--- config.mk ---
export PLATFORM = sky130hd
export DESIGN_NAME = layer_pass_scheduler
export DESIGN_NICKNAME = d
export VERILOG_FILES = /design/src/rtl/layer_pass_scheduler.sv
export SDC_FILE = /design/constraint.sdc
export NUM_CORES = 2
export LEC_CHECK = 0
export ABC_CLOCK_PERIOD_IN_PS = 40100
export CORE_MARGIN = 1.5
export CORE_UTILIZATION = 30
export CTS_CLUSTER_DIAMETER = 80
export CTS_CLUSTER_SIZE = 30
export DETAILED_ROUTE_END_ITERATION = 16
export GPL_TIMING_DRIVEN = 0
export HOLD_SLACK_MARGIN = 0.12
export SLEW_MARGIN = 0
export SYNTH_ARGS = -nofsm -noshare
export SYNTH_HDL_FRONTEND = slang
export SYNTH_SLANG_ARGS = --single-unit
--- constraint.sdc ---
create_clock -name clk -period 40.1 [get_ports clk]
set_input_delay 10.025 -clock clk [delete_from_list [all_inputs] [get_ports clk]]
set_output_delay 10.025 -clock clk [all_outputs]
set_load 0.01 [all_outputs]
--- src/rtl/layer_pass_scheduler.sv ---
// rtl/layer_pass_scheduler.sv - sequences M/E/C tile passes of a conv layer for Controller_pass
module layer_pass_scheduler #(
    parameter int ADDR_BITS = 32,
    parameter int CNT_BITS  = 8
) (
    input  logic                 clk,
    input  logic                 rst,
    input  logic                 start,
    input  logic [CNT_BITS-1:0]  num_m,
    input  logic [CNT_BITS-1:0]  num_e,
    input  logic [CNT_BITS-1:0]  num_c,
    input  logic [ADDR_BITS-1:0] ifmap_base,
    input  logic [ADDR_BITS-1:0] filter_base,
    input  logic [ADDR_BITS-1:0] bias_base,
    input  logic [ADDR_BITS-1:0] opsum_base,
    input  logic [ADDR_BITS-1:0] ifmap_e_step,
    input  logic [ADDR_BITS-1:0] ifmap_c_step,
    input  logic [ADDR_BITS-1:0] filter_m_step,
    input  logic [ADDR_BITS-1:0] filter_c_step,
    input  logic [ADDR_BITS-1:0] bias_m_step,
    input  logic [ADDR_BITS-1:0] opsum_m_step,
    input  logic [ADDR_BITS-1:0] opsum_e_step,
    input  logic                 pass_done,
    output logic                 pass_start,
    output logic [ADDR_BITS-1:0] ifmap_baseaddr,
    output logic [ADDR_BITS-1:0] filter_baseaddr,
    output logic [ADDR_BITS-1:0] bias_baseaddr,
    output logic [ADDR_BITS-1:0] opsum_baseaddr,
    output logic [ADDR_BITS-1:0] ipsum_baseaddr,
    output logic                 bias_ipsum_sel,
    output logic [CNT_BITS-1:0]  m_idx,
    output logic [CNT_BITS-1:0]  e_idx,
    output logic [CNT_BITS-1:0]  c_idx,
    output logic                 busy,
    output logic                 done
);

    typedef enum logic [2:0] {
        S_IDLE, S_LOAD, S_ISSUE, S_WAIT, S_NEXT, S_DONE
    } state_t;

    localparam logic [CNT_BITS-1:0] CNT_ONE = CNT_BITS'(1);

    state_t state_q, state_d;

    // Latched layer configuration; counts are stored as last index (count-1, zero treated as one)
    logic [CNT_BITS-1:0]  m_last_q, m_last_d, e_last_q, e_last_d, c_last_q, c_last_d;
    logic [ADDR_BITS-1:0] ifmap_base_q, ifmap_base_d, filter_base_q, filter_base_d;
    logic [ADDR_BITS-1:0] bias_base_q, bias_base_d, opsum_base_q, opsum_base_d;
    logic [ADDR_BITS-1:0] ifmap_e_step_q, ifmap_e_step_d, ifmap_c_step_q, ifmap_c_step_d;
    logic [ADDR_BITS-1:0] filter_m_step_q, filter_m_step_d, filter_c_step_q, filter_c_step_d;
    logic [ADDR_BITS-1:0] bias_m_step_q, bias_m_step_d;
    logic [ADDR_BITS-1:0] opsum_m_step_q, opsum_m_step_d, opsum_e_step_q, opsum_e_step_d;

    // Tile indices, running addresses and tile origins used for rewinds
    logic [CNT_BITS-1:0]  m_idx_q, m_idx_d, e_idx_q, e_idx_d, c_idx_q, c_idx_d;
    logic [ADDR_BITS-1:0] ifmap_acc_q, ifmap_acc_d, filter_acc_q, filter_acc_d;
    logic [ADDR_BITS-1:0] bias_acc_q, bias_acc_d, opsum_acc_q, opsum_acc_d;
    logic [ADDR_BITS-1:0] ifmap_org_q, ifmap_org_d, filter_org_q, filter_org_d;
    logic [ADDR_BITS-1:0] opsum_org_q, opsum_org_d;

    function automatic logic [CNT_BITS-1:0] last_idx(input logic [CNT_BITS-1:0] n);
        return (n == '0) ? '0 : n - CNT_ONE;
    endfunction

    // Next-state, config latch, index advance and address accumulation
    always_comb begin
        state_d         = state_q;
        m_last_d        = m_last_q;
        e_last_d        = e_last_q;
        c_last_d        = c_last_q;
        ifmap_base_d    = ifmap_base_q;
        filter_base_d   = filter_base_q;
        bias_base_d     = bias_base_q;
        opsum_base_d    = opsum_base_q;
        ifmap_e_step_d  = ifmap_e_step_q;
        ifmap_c_step_d  = ifmap_c_step_q;
        filter_m_step_d = filter_m_step_q;
        filter_c_step_d = filter_c_step_q;
        bias_m_step_d   = bias_m_step_q;
        opsum_m_step_d  = opsum_m_step_q;
        opsum_e_step_d  = opsum_e_step_q;
        m_idx_d         = m_idx_q;
        e_idx_d         = e_idx_q;
        c_idx_d         = c_idx_q;
        ifmap_acc_d     = ifmap_acc_q;
        filter_acc_d    = filter_acc_q;
        bias_acc_d      = bias_acc_q;
        opsum_acc_d     = opsum_acc_q;
        ifmap_org_d     = ifmap_org_q;
        filter_org_d    = filter_org_q;
        opsum_org_d     = opsum_org_q;

        unique case (state_q)
            S_IDLE: begin
                if (start) begin
                    state_d         = S_LOAD;
                    m_last_d        = last_idx(num_m);
                    e_last_d        = last_idx(num_e);
                    c_last_d        = last_idx(num_c);
                    ifmap_base_d    = ifmap_base;
                    filter_base_d   = filter_base;
                    bias_base_d     = bias_base;
                    opsum_base_d    = opsum_base;
                    ifmap_e_step_d  = ifmap_e_step;
                    ifmap_c_step_d  = ifmap_c_step;
                    filter_m_step_d = filter_m_step;
                    filter_c_step_d = filter_c_step;
                    bias_m_step_d   = bias_m_step;
                    opsum_m_step_d  = opsum_m_step;
                    opsum_e_step_d  = opsum_e_step;
                end
            end
            S_LOAD: begin
                state_d      = S_ISSUE;
                m_idx_d      = '0;
                e_idx_d      = '0;
                c_idx_d      = '0;
                ifmap_acc_d  = ifmap_base_q;
                filter_acc_d = filter_base_q;
                bias_acc_d   = bias_base_q;
                opsum_acc_d  = opsum_base_q;
                ifmap_org_d  = ifmap_base_q;
                filter_org_d = filter_base_q;
                opsum_org_d  = opsum_base_q;
            end
            S_ISSUE: state_d = S_WAIT;
            S_WAIT: begin
                if (pass_done) begin
                    state_d = S_NEXT;
                end
            end
            S_NEXT: begin
                state_d = S_ISSUE;
                if (c_idx_q != c_last_q) begin
                    c_idx_d      = c_idx_q + CNT_ONE;
                    ifmap_acc_d  = ifmap_acc_q + ifmap_c_step_q;
                    filter_acc_d = filter_acc_q + filter_c_step_q;
                end else if (e_idx_q != e_last_q) begin
                    c_idx_d      = '0;
                    e_idx_d      = e_idx_q + CNT_ONE;
                    ifmap_org_d  = ifmap_org_q + ifmap_e_step_q;
                    ifmap_acc_d  = ifmap_org_q + ifmap_e_step_q;
                    filter_acc_d = filter_org_q;
                    opsum_acc_d  = opsum_acc_q + opsum_e_step_q;
                end else if (m_idx_q != m_last_q) begin
                    c_idx_d      = '0;
                    e_idx_d      = '0;
                    m_idx_d      = m_idx_q + CNT_ONE;
                    ifmap_org_d  = ifmap_base_q;
                    ifmap_acc_d  = ifmap_base_q;
                    filter_org_d = filter_org_q + filter_m_step_q;
                    filter_acc_d = filter_org_q + filter_m_step_q;
                    bias_acc_d   = bias_acc_q + bias_m_step_q;
                    opsum_org_d  = opsum_org_q + opsum_m_step_q;
                    opsum_acc_d  = opsum_org_q + opsum_m_step_q;
                end else begin
                    state_d = S_DONE;
                end
            end
            S_DONE:  state_d = S_IDLE;
            default: state_d = S_IDLE;
        endcase
    end

    // State and datapath registers; async reset clears every output-visible value
    always_ff @(posedge clk or posedge rst) begin
        if (rst) begin
            state_q         <= S_IDLE;
            m_last_q        <= '0;
            e_last_q        <= '0;
            c_last_q        <= '0;
            ifmap_base_q    <= '0;
            filter_base_q   <= '0;
            bias_base_q     <= '0;
            opsum_base_q    <= '0;
            ifmap_e_step_q  <= '0;
            ifmap_c_step_q  <= '0;
            filter_m_step_q <= '0;
            filter_c_step_q <= '0;
            bias_m_step_q   <= '0;
            opsum_m_step_q  <= '0;
            opsum_e_step_q  <= '0;
            m_idx_q         <= '0;
            e_idx_q         <= '0;
            c_idx_q         <= '0;
            ifmap_acc_q     <= '0;
            filter_acc_q    <= '0;
            bias_acc_q      <= '0;
            opsum_acc_q     <= '0;
            ifmap_org_q     <= '0;
            filter_org_q    <= '0;
            opsum_org_q     <= '0;
        end else begin
            state_q         <= state_d;
            m_last_q        <= m_last_d;
            e_last_q        <= e_last_d;
            c_last_q        <= c_last_d;
            ifmap_base_q    <= ifmap_base_d;
            filter_base_q   <= filter_base_d;
            bias_base_q     <= bias_base_d;
            opsum_base_q    <= opsum_base_d;
            ifmap_e_step_q  <= ifmap_e_step_d;
            ifmap_c_step_q  <= ifmap_c_step_d;
            filter_m_step_q <= filter_m_step_d;
            filter_c_step_q <= filter_c_step_d;
            bias_m_step_q   <= bias_m_step_d;
            opsum_m_step_q  <= opsum_m_step_d;
            opsum_e_step_q  <= opsum_e_step_d;
            m_idx_q         <= m_idx_d;
            e_idx_q         <= e_idx_d;
            c_idx_q         <= c_idx_d;
            ifmap_acc_q     <= ifmap_acc_d;
            filter_acc_q    <= filter_acc_d;
            bias_acc_q      <= bias_acc_d;
            opsum_acc_q     <= opsum_acc_d;
            ifmap_org_q     <= ifmap_org_d;
            filter_org_q    <= filter_org_d;
            opsum_org_q     <= opsum_org_d;
        end
    end

    // Outputs decode straight from registers so reset clears them without waiting for a clock
    always_comb begin
        pass_start      = (state_q == S_ISSUE);
        done            = (state_q == S_DONE);
        busy            = (state_q != S_IDLE);
        ifmap_baseaddr  = ifmap_acc_q;
        filter_baseaddr = filter_acc_q;
        bias_baseaddr   = bias_acc_q;
        opsum_baseaddr  = opsum_acc_q;
        ipsum_baseaddr  = opsum_acc_q;
        bias_ipsum_sel  = (c_idx_q != '0);
        m_idx           = m_idx_q;
        e_idx           = e_idx_q;
        c_idx           = c_idx_q;
    end

endmodule
# --- Word-level counts from Yosys, hierarchy flattened ---
# Index checks and enable logic that the tools add are counted.
word_totals:
  regBits: 627
  inputBits: 380
  out_inout_bits: 188
  wordCells: 109
op_classes:
  addsub: 13
  eq_ne: 15
  muxes: 44
  n_reduce_logical: 12
ops:
  columns: ["cell", "count"]
  rows:
  - ["32-bit 2-to-1 mux", 17]
  - ["32-bit one-hot mux with 2 select lines", 7]
  - ["32-bit adder", 7]
  - ["8-bit 2-to-1 mux", 11]
  - ["8-bit one-hot mux with 2 select lines", 3]
  - ["8-bit by 1-bit adder with 8-bit output, second input constant", 3]
  - ["8-bit logical NOT", 3]
  - ["8-bit inequality test", 3]
  - ["8-bit by 1-bit subtractor with 8-bit output, second input constant", 3]
  - ["3-bit 2-to-1 mux", 5]
  - ["3-bit one-hot mux with 5 select lines", 1]
  - ["2-bit inequality test, second input constant", 5]
  - ["8-bit nonzero test", 1]
  - ["3-bit by 2-bit equality test with 1-bit output, second input constant", 2]
  - ["3-bit equality test, second input constant", 2]
  - ["2-bit AND reduction", 3]
  - ["4-bit inequality test, second input constant", 1]
  - ["4-bit AND reduction", 1]
  - ["3-bit by 1-bit equality test with 1-bit output, second input constant", 1]
  - ["3-bit logical NOT", 1]
  - ["3-bit inequality test, second input constant", 1]
  - ["3-bit AND reduction", 1]
  - ["3-bit nonzero test", 1]
  - ["2-bit nonzero test", 1]

# --- Longest topological paths before layout ---
depth:
  ltp_word: 5
  depth_mapped: 13
  ltp_nobuf: 13

# --- Worst setup path before layout ---
# OpenSTA, ideal clock, no wires.
synth_timing:
  path_kind: "input to register"
  from: "input port num_e[0]"
  to: "register e_last_q[2]"
  setup_time_ns: 0.146
  arrival_ns: 11.184
  t_required_ns: 39.954
  slack_ns: 28.770
  stages: 6
  n_path_buf: 0
  cell_sequence: "inv_1 > ha_1 > nand2_1 > or3_1 > o31ai_1 > o21ai_0"
synth_via:
  elab_chain_len: 2
  word_cells_on_any_way: 3
  cone_classes: "add/sub (1); mux (1); reduce/logical (1)"
synth_rtl:
  columns: ["item", "line", "text"]
  rows:
  - ["from (decl)", "10", "input logic [CNT_BITS-1:0] num_e,"]
  - ["8-bit by 1-bit subtractor with 8-bit output / 8-bit logical NOT (equally long branches)", "63", "return (n == '0) ? '0 : n - CNT_ONE;"]
  - ["8-bit 2-to-1 mux (*)", "63", null]
  - ["to (signal assigned)", "197", "e_last_q <= e_last_d;"]
  - ["to (decl)", "47", "logic [CNT_BITS-1:0] m_last_q, m_last_d, e_last_q, e_last_d, c_last_q, c_last_d;"]
# Mark *: on every way between the ends. The rest lies on a longest branch, timed or not.
# A chain may end at the register's enable or synchronous reset.

# --- Worst setup path in the final report ---
layout_timing:
  from: "input port start"
  to: "register opsum_base_q[31]"
layout_via:
  elab_chain_len: 1
layout_rtl:
  columns: ["item", "line", "text"]
  rows:
  - ["from (decl)", "8", "input logic start,"]
  - ["2-bit AND reduction (no source line)", null, null]
  - ["to (signal assigned)", "202", "opsum_base_q <= opsum_base_d;"]
  - ["to (decl)", "49", "logic [ADDR_BITS-1:0] bias_base_q, bias_base_d, opsum_base_q, opsum_base_d;"]
# Every way passes these cells.

==> flow_summary.json <==
{
  "status": "complete, no violations",
  "chipHeight_um": 357,
  "place_congestion": 0.949,
  "worst_pin_slew_ns": 1.48,
  "pin_count": 568,
  "cts.reportedPaths.clkPinSlew_ns": 0.08,
  "p_leak_nw": 21.9,
  "n_fill_cell": 12791,
  "power-per-cell-area_nw_per_um2": 93.2,
  "p_comb_share_pct": 59.8,
  "cts_setup_buffers": 0,
  "drv_cap": 0,
  "timing.hold.ws_ns": 0.484,
  "drt_iter0_drc": 3634,
  "clock_power_share_pct": 12.3,
  "p_seq_share_pct": 27.9,
  "initial_core_util_pct": 30.4,
  "ys_seq_area_share_pct": 41.6,
  "finalPower_mw": 4.40,
  "critPathLaunchType": "input pin",
  "async_flop_share_pct": 100,
  "firstDrtPassIters": 6,
  "drt-total-wl_mm": 177,
  "netlist_instances": 4582,
  "critPathRequiredTime_ns": 40.68,
  "slowest_delay_ns": 0.81,
  "ys_warn_count": 0,
  "switching_share_pct": 50.2,
  "slew_headroom_pct": 1.24,
  "wl_per_cell_um": 25.7,
  "p_int_mw": 2.19,
  "grt_first_pass_wirelength_mm": 250,
  "rows": 129,
  "post-dp-hpwl_mm": 136,
  "gr-usage-all-layers_pct": 27.0,
  "vias": 36888,
  "slew_viol_final": 0,
  "syn_area_um2": 37700,
  "final_util_pct": 38.1,
  "core_um2": 124000,
  "setup_tns_ns": 0,
  "die_w_um": 357,
  "syn_avg_cell_area_um2": 8.22,
  "timing.final.crit_period_ns": 12.78,
  "h-tree-depth": 2,
  "path_cells": "clkdlybuf4s50_1 > and2_1 > clkbuf_1 > clkbuf_2 > clkbuf_1 > nand2_1 > nand2_1",
  "grt_pass1_vias": 35265,
  "critPathSlowestCell": "clkbuf_1",
  "io_buffers": 567,
  "hold_class": "reg2reg",
  "cp_max_fo": 10,
  "path_class": "in2reg",
  "skew_ns": 0.0674,
  "fmax_mhz": 78.3,
  "drc": 0,
  "worst_slack_ns": 27.32,
  "rsz0062_at_grt": "no",
  "finalHoldViolCount": 0,
  "synth.distinct_cells": 91,
  "cp-end-kind": "flip-flop",
  "clock_latency_ns": 0.70,
  "dp_slack_ns": 26.59,
  "grt_overflow_total": 0,
  "final_nets": 5812,
  "cpLargestDelayFamily": "buffers and inverters",
  "antenna_found_initial": 9,
  "hold_buffers": 0,
  "cts_buffer_depth": 3,
  "syn2layout_area_growth_pct": 25.4,
  "ir_drop_uv": 42.7,
  "setup_viol": 0,
  "ctsResizeCount": 0,
  "die_area_um2": 128000,
  "p_sw_mw": 2.21,
  "ys_dominant_reg_cell": "dfrtp_1",
  "cts.sinks": 627,
  "drive_gt1_share_pct": 3.93,
  "cts_tree": "done",
  "drtAntennaViolNets": 0,
  "arrival_ns": 13.36,
  "r2r_slack_ns": 34.87,
  "grt_max_degree": 119,
  "cts_root_buffer": "clkbuf_16",
  "cp_num_buf_inv": 4,
  "avgViaCountPerCell": 5.36,
  "period_share_pct": 31.9,
  "synth_edf_count": 0,
  "syn_nets": 5193,
  "numCtsBuffers": 45,
  "synth_seq_cells": 627
}
## Yosys cell counts, drive strengths merged (42+ instances only)
cell type,instances,area [um^2]
nand2,1430,5370
dfrtp,627,15700
nor2,326,1230
a21oi,322,1640
o21ai,274,1390
ha,224,2800
clkbuf,184,692
xor2,120,1050
xnor2,118,1030
a21o,117,878
a31oi,86,538
buf,62,379
inv,60,225
nand3,57,285
and3,45,282
nor3,45,225
a211oi,42,335
## power groups by stage
stage	combinational [mW]	sequential, mW	clock, mW
after floorplan	1.72	1.11	0
after global placement	2.56	1.23	0
after detailed placement	2.59	1.23	0
after CTS	2.60	1.22	0.552
after global routing	2.88	1.25	0.572
final	2.63	1.23	0.542
## worst paths after layout
path                                              start                      endpoint  depth (start not counted)
max                                               start  opsum_base_q[31]$_DFFE_PP0P_                          7
min                        opsum_base_q[25]$_DFFE_PP0P_  opsum_base_q[25]$_DFFE_PP0P_                          2
max reg2reg                        m_idx[0]$_DFFE_PP0P_          e_idx[1]$_DFFE_PP0P_                          9
min reg2reg                opsum_base_q[25]$_DFFE_PP0P_  opsum_base_q[25]$_DFFE_PP0P_                          2
max in group asynchronous                           rst   bias_base_q[11]$_DFFE_PP0P_                          5
min in group asynchronous                           rst        state_q[2]$_DFFE_PP0P_                          2
## layer usage
layer  track usage, %  routed length, um
met4             8.08               5600
met2             43.2              79600
met1             36.9              76400
met5                0                 13
met3             5.38              15100
## area by class of cell
type / count / area [um^2] / share of cell area (%)
antenna: 8 / 20.0 / 0.0424
buffer: 246 / 1080 / 2.30
clock buffer: 47 / 1150 / 2.44
clock inverter: 36 / 510 / 1.08
inverter: 60 / 233 / 0.493
multi-input combinational: 3649 / 20700 / 43.8
sequential: 627 / 15700 / 33.2
tap: 1637 / 2050 / 4.34
timing repair buffer: 572 / 5810 / 12.3
## kinds of logic (layout without fill, tap and decap cells)
kind of cell / after synthesis / count (layout) / synth area share [%]
mux: 43 / 43 / 1.18
buf+inv: 306 / 961 / 3.44
fa+ha+maj: 231 / 231 / 7.81
flops: 627 / 627 / 41.6
simple gates: 2045 / 2045 / 22.1
xor+xnor: 238 / 238 / 5.53
compound gates: 1092 / 1092 / 18.3
other cells: 0 / 8 / 0
## cell usage in the layout, fill, tap and decap left out, drive strengths merged, types with 12 or more instances in the layout
cell type      synthesis  final
o221ai                14     14
nand2               1430   1430
o211ai                36     36
a21boi                12     12
o21ai                274    274
xor2                 120    120
a211oi                42     42
nor3                  45     45
a21oi                322    322
and3                  45     45
nor4                  13     13
ha                   224    224
o21bai                18     18
a31oi                 86     86
nor2b                 19     19
o31ai                 21     21
clkinv                 0     13
xnor2                118    118
o22ai                 18     18
nor2                 326    326
and2                  22     22
nand4                 21     21
a221oi                14     14
a21o                 117    117
clkdlybuf4s50          0    567
nand3                 57     57
nand2b                19     19
buf                   62     67
dfrtp                627    627
mux2i                 32     32
o21a                  27     27
or3                   16     16
inv                   60     81
clkbuf               184    231
## through the flow
step,std cells,cell area (um^2)
floorplan,4582,37700
detailed placement,6791,45600
global placement,6786,45400
CTS,6874,47200
finish,6882,47200
global route,6874,47200
## worst min-delay path, cell delays in order, from the launching register on
cell and delay (ns):
dfrtp_1 0.35, nand2_1 0.05, nand2_1 0.05
(Power assumes the default switching activity.)
